[src/rtl/branch_predict_unit.sv]
// rtl/branch_predict_unit.sv - direct-mapped BTB with saturating direction counters
module branch_predict_unit #(
    parameter int ENTRIES = 16,
    parameter int CNT_W   = 2,
    localparam int IDX_W  = $clog2(ENTRIES),
    localparam int TAG_W  = 30 - IDX_W
) (
    input  logic        clk,
    input  logic        rst_n,
    input  logic [31:0] if_pc,
    output logic        pred_hit,
    output logic        pred_taken,
    output logic [31:0] pred_target,
    input  logic        ex_valid,
    input  logic        ex_is_branch,
    input  logic        ex_is_jump,
    input  logic [31:0] ex_pc,
    input  logic        ex_taken,
    input  logic [31:0] ex_target,
    input  logic        ex_pred_taken,
    input  logic [31:0] ex_pred_target,
    input  logic        flush_btb,
    output logic        modify_pc,
    output logic [31:0] update_pc,
    output logic [31:0] br_count,
    output logic [31:0] mp_count
);

    localparam logic [CNT_W-1:0] CNT_MAX  = '1;
    localparam logic [CNT_W-1:0] CNT_INIT = CNT_W'(1) << (CNT_W - 1);

    logic             r_valid  [ENTRIES];
    logic [TAG_W-1:0] r_tag    [ENTRIES];
    logic [31:0]      r_target [ENTRIES];
    logic [CNT_W-1:0] r_cnt    [ENTRIES];
    logic [31:0]      r_br_count;
    logic [31:0]      r_mp_count;

    logic [IDX_W-1:0] w_if_idx;
    logic [TAG_W-1:0] w_if_tag;
    logic [IDX_W-1:0] w_ex_idx;
    logic [TAG_W-1:0] w_ex_tag;
    logic             w_ex_hit;
    logic             w_res;
    logic             w_act;
    logic             w_mispredict;
    logic [CNT_W-1:0] w_cnt_upd;

    // Lookup reads registered state only, so a same-cycle update is seen next cycle.
    assign w_if_idx    = if_pc[IDX_W+1:2];
    assign w_if_tag    = if_pc[31:IDX_W+2];
    assign pred_hit    = r_valid[w_if_idx] && (r_tag[w_if_idx] == w_if_tag);
    assign pred_taken  = pred_hit && r_cnt[w_if_idx][CNT_W-1];
    assign pred_target = pred_taken ? r_target[w_if_idx] : if_pc + 32'd4;

    assign w_ex_idx     = ex_pc[IDX_W+1:2];
    assign w_ex_tag     = ex_pc[31:IDX_W+2];
    assign w_ex_hit     = r_valid[w_ex_idx] && (r_tag[w_ex_idx] == w_ex_tag);
    assign w_res        = ex_valid && (ex_is_branch || ex_is_jump);
    assign w_act        = ex_is_jump || ex_taken;
    assign w_mispredict = w_res && ((w_act != ex_pred_taken) ||
                                    (w_act && (ex_pred_target != ex_target)));

    assign modify_pc = w_mispredict;
    assign update_pc = w_act ? ex_target : ex_pc + 32'd4;
    assign br_count  = r_br_count;
    assign mp_count  = r_mp_count;

    always_comb begin
        w_cnt_upd = r_cnt[w_ex_idx];
        if (ex_is_jump) begin
            w_cnt_upd = CNT_MAX;
        end else if (w_act) begin
            if (r_cnt[w_ex_idx] != CNT_MAX) w_cnt_upd = r_cnt[w_ex_idx] + CNT_W'(1);
        end else begin
            if (r_cnt[w_ex_idx] != '0) w_cnt_upd = r_cnt[w_ex_idx] - CNT_W'(1);
        end
    end

    always_ff @(posedge clk or negedge rst_n) begin
        if (!rst_n) begin
            for (int i = 0; i < ENTRIES; i++) begin
                r_valid[i]  <= 1'b0;
                r_tag[i]    <= '0;
                r_target[i] <= '0;
                r_cnt[i]    <= '0;
            end
        end else if (flush_btb) begin
            for (int i = 0; i < ENTRIES; i++) r_valid[i] <= 1'b0;
        end else if (w_res) begin
            if (w_ex_hit) begin
                r_cnt[w_ex_idx] <= w_cnt_upd;
                if (w_act) r_target[w_ex_idx] <= ex_target;
            end else if (w_act) begin
                // Allocation evicts whatever aliases into this slot.
                r_valid[w_ex_idx]  <= 1'b1;
                r_tag[w_ex_idx]    <= w_ex_tag;
                r_target[w_ex_idx] <= ex_target;
                r_cnt[w_ex_idx]    <= ex_is_jump ? CNT_MAX : CNT_INIT;
            end
        end
    end

    always_ff @(posedge clk or negedge rst_n) begin
        if (!rst_n) begin
            r_br_count <= '0;
            r_mp_count <= '0;
        end else begin
            if (w_res && (r_br_count != '1)) r_br_count <= r_br_count + 32'd1;
            if (w_mispredict && (r_mp_count != '1)) r_mp_count <= r_mp_count + 32'd1;
        end
    end

endmodule

[config.mk]
export PLATFORM = sky130hd
export DESIGN_NAME = branch_predict_unit
export DESIGN_NICKNAME = d
export VERILOG_FILES = /design/src/rtl/branch_predict_unit.sv
export SDC_FILE = /design/constraint.sdc
export NUM_CORES = 2
export LEC_CHECK = 0
export CORE_UTILIZATION = 60
export DETAILED_ROUTE_END_ITERATION = 6
export GPL_TIMING_DRIVEN = 1
export PLACE_DENSITY = 0.8
export REMOVE_ABC_BUFFERS = 1
export SYNTH_ARGS = -nofsm -noshare
export SYNTH_HDL_FRONTEND = slang
export SYNTH_SLANG_ARGS = --single-unit
[constraint.sdc]
create_clock -name clk -period 28 [get_ports clk]
set_input_delay 8.4 -clock clk [delete_from_list [all_inputs] [get_ports clk]]
set_output_delay 8.4 -clock clk [all_outputs]
set_load 0.01 [all_outputs]
==> out/qor.csv <==
stage,metric,value,unit
clocking,cts_tree,yes,
grt,grt-ovfl-total,0,
floorplan,die_area,91040,µm²
detailed_routing,firstDrtPassIters,7,
critical_path,crit_path_end_kind,output pin,
synthesis,synth_cells,3831,
hold_path,hp-start,mp_count[8],
critical_path,crit_path_cell_trace,"buf_8, buf_4, buf_4, mux4_2, mux4_2, xnor2_1, nand4_1, nor4_1, and3_2, buf_4, nand2_1, o21ai_0, clkdlybuf4s50_1",
floorplan,rows,109,
floorplan,core,88650,µm²
detailed_routing,post-route-drc-count,57,
timing,slew_viol_final,0,
grt,grt_first_pass_wirelength,236600,µm
power,max-vdd-ir-drop,49.17,µV
timing,tightestPinTransition,1215,ps
layout,layout-drive-gt1-share,41.30,%
critical_path,reg2reg_to,r_tag[380],
layout,area_growth,13.83,%
timing,finalHoldViolCount,0,
synthesis,synthArstFlopShare,100.0,%
critical_path,critical_path_class,input port to output pin,
critical_path,cpPeakStageDelay,690,ps
clocking,cts_max_path_buffers,3,
synthesis,synth_edf_count,0,
timing,timing.final.crit_share,80.14,%
detailed_routing,totalWireLength,157700,µm
floorplan,io_pins,267,
hold_path,min_path_type,register to register,
detailed_routing,drt-initial-drc-count,4075,
clocking,clk_pin_slew,60,ps
outcome,violations,DRC,
placement,place_congestion,0.9248,
synthesis,syn_area,53910,µm²
timing,rsz0062_at_grt,no,
clocking,ctsResizeCount,0,
clocking,clock-sinks,1040,
timing,fin_skew,29.16,ps
timing,clock.fmax,44.57,MHz
grt,antenna_found_initial,6,
clocking,clkLatencyLatePin,700,ps
hold_path,worstHoldEndpoint,mp_count[8],
critical_path,reg2reg_from,r_tag[341],
clocking,postCtsSetupRepairBufs,0,
detailed_routing,vias,35820,
grt,grt_max_degree,165,
floorplan,fp.dieH,301.7,µm
detailed_routing,wl_per_cell,30.30,µm
synthesis,ys.warnings.count,0,
critical_path,critPathSlowestCell,buf_4,
synthesis,synth_cell_types,62,
placement,hpwlAfterDp,96310,µm
layout,layout.nets,4089,
power,power.density,68.08,nW/µm²
critical_path,reg2reg_slack,22550,ps
timing,slew_headroom,18.70,%
critical_path,worstPathMaxFanout,61,
timing,setup_viol,0,
outcome,status,"finished, violations left",
critical_path,critPathArrivalTime,14040,ps
clocking,cts_hold_buf,0,
critical_path,critPathMostFrequentCell,buf_4,
layout,most-common-layout-cells,"dfrtp_1, mux2_2, mux4_2, clkdlybuf4s50_1, nand2_1",
synthesis,synth-main-ff-cell,dfrtp_1,
detailed_routing,drt.antenna.violating_nets,0,
power,p_leak,26.92,nW
hold_path,hold_depth,1,
critical_path,rr_worst_depth,10,
critical_path,worstPathRequired,19600,ps
clocking,cts_root_buffer,clkbuf_16,
synthesis,yosys-top-cells-area,"dfrtp_1, mux2_2, mux4_2",
layout,final_common_cell,dfrtp_1,
grt,grt_use_total,35.32,%
synthesis,yosys.area.top_type,dfrtp_1,
timing,period_minus_slack,22440,ps
detailed_routing,routed_via_density,6.881,
timing,finalSetupTns,0,ps
layout,fin_cells,5205,
synthesis,synth-seq-cells,1040,
run,maxCapViolCount,0,
floorplan,die_w,301.7,µm
critical_path,start_kind,input port,
grt,grt_pass1_vias,36090,
placement,portBuffers,266,
clocking,htree_levels,3,
floorplan,start_util,60.81,%
synthesis,synth_seq_area_share,48.28,%
clocking,numCtsBuffers,105,
placement,dp.cells,5004,
synthesis,avgSynthCellArea,14.07,µm²
synthesis,yosysTopAreaCellShare,48.28,%
[stage by stage]
stage	power (mW)	cell area (µm²)	hold WS, ps	util (%)	setup WS, ps
floorplan	2.295	52370	475.3	-	8186
global placement	2.569	57400	474.8	64.75	5893
detailed placement	2.601	57400	483.2	64.75	5758
CTS	4.180	61350	494.1	69.21	5756
global route	4.319	61350	510.3	69.21	5471
finish	4.177	61360	495.0	69.22	5561
[layout make-up]
cell class,count,area (µm²)
fillers,5932,27290
multi-input cells,2388,26310
flip-flops and latches,1040,26030
repair buffers,364,3437
clock buffers,151,3186
well taps,1165,1458
clock inverters,46,760.7
inverters,47,176.4
diodes,4,10.01
[worst max-delay path, delay by kind of cell]
| kind | cells | cell delay, ps |
|---|---|---|
| muxes | 2 | 910 |
| and+or+nand+nor | 4 | 1000 |
| buffers and inverters | 5 | 2890 |
| AOI/OAI and AO/OA | 1 | 320 |
| xor gates and xnor gates | 1 | 380 |
[synth_stat cells, types with 27 or more instances]
library cell	instances
xor2_1	66
o21ai_0	85
nand3_1	59
buf_4	32
xnor2_1	135
buf_2	35
mux2i_1	80
dfrtp_1	1040
or3_1	28
inv_1	44
nor3_1	27
clkbuf_1	237
mux4_2	392
nand4_1	35
buf_1	47
nand2_1	152
mux2_2	937
nor2_1	146
[worst max-delay path by stage]
| stage | depth (start not counted) | from | endpoint |
|---|---|---|---|
| global route | 13 | if_pc[3] | pred_target[16] |
| CTS | 13 | if_pc[3] | pred_target[16] |
| finish | 13 | if_pc[3] | pred_target[16] |
| global placement | 13 | if_pc[3] | pred_target[16] |
| detailed placement | 13 | if_pc[3] | pred_target[16] |
| floorplan | 7 | if_pc[2] | pred_target[0] |
[logic make-up (layout without fill, tap and decap cells)]
| family | after synthesis | in the layout | synth area share, % |
|---|---|---|---|
| XOR/XNOR | 201 | 201 | 3.266 |
| adder cells (fa/ha/maj) | 7 | 7 | 0.1625 |
| buffers and inverters | 403 | 608 | 3.168 |
| flip-flops | 1040 | 1040 | 48.28 |
| other | 0 | 4 | 0 |
| multiplexers | 1424 | 1424 | 37.75 |
| AO/OA/AOI/OAI | 215 | 215 | 2.518 |
| AND/OR/NAND/NOR | 541 | 541 | 4.856 |
[report_power, final]
part | internal (mW) | switching (mW) | total (mW)
Sequential | 1.72 | 0.150 | 1.87
Clock | 0.967 | 0.615 | 1.58
Combinational | 0.411 | 0.311 | 0.721
[flip-flops by register name, indices dropped and copies added, names as in the netlist]
name,cells
br_count,32
mp_count,32
r_cnt,32
r_tag,416
r_target,512
r_valid,16
[metal layers]
| layer | track usage (%) | wire length (µm) |
|---|---|---|
| met5 | 0 | 42 |
| met4 | 15.16 | 7535 |
| met1 | 49.30 | 61390 |
| met2 | 53.35 | 72420 |
| met3 | 8.698 | 16310 |
Power figures use the tool's default switching activity.
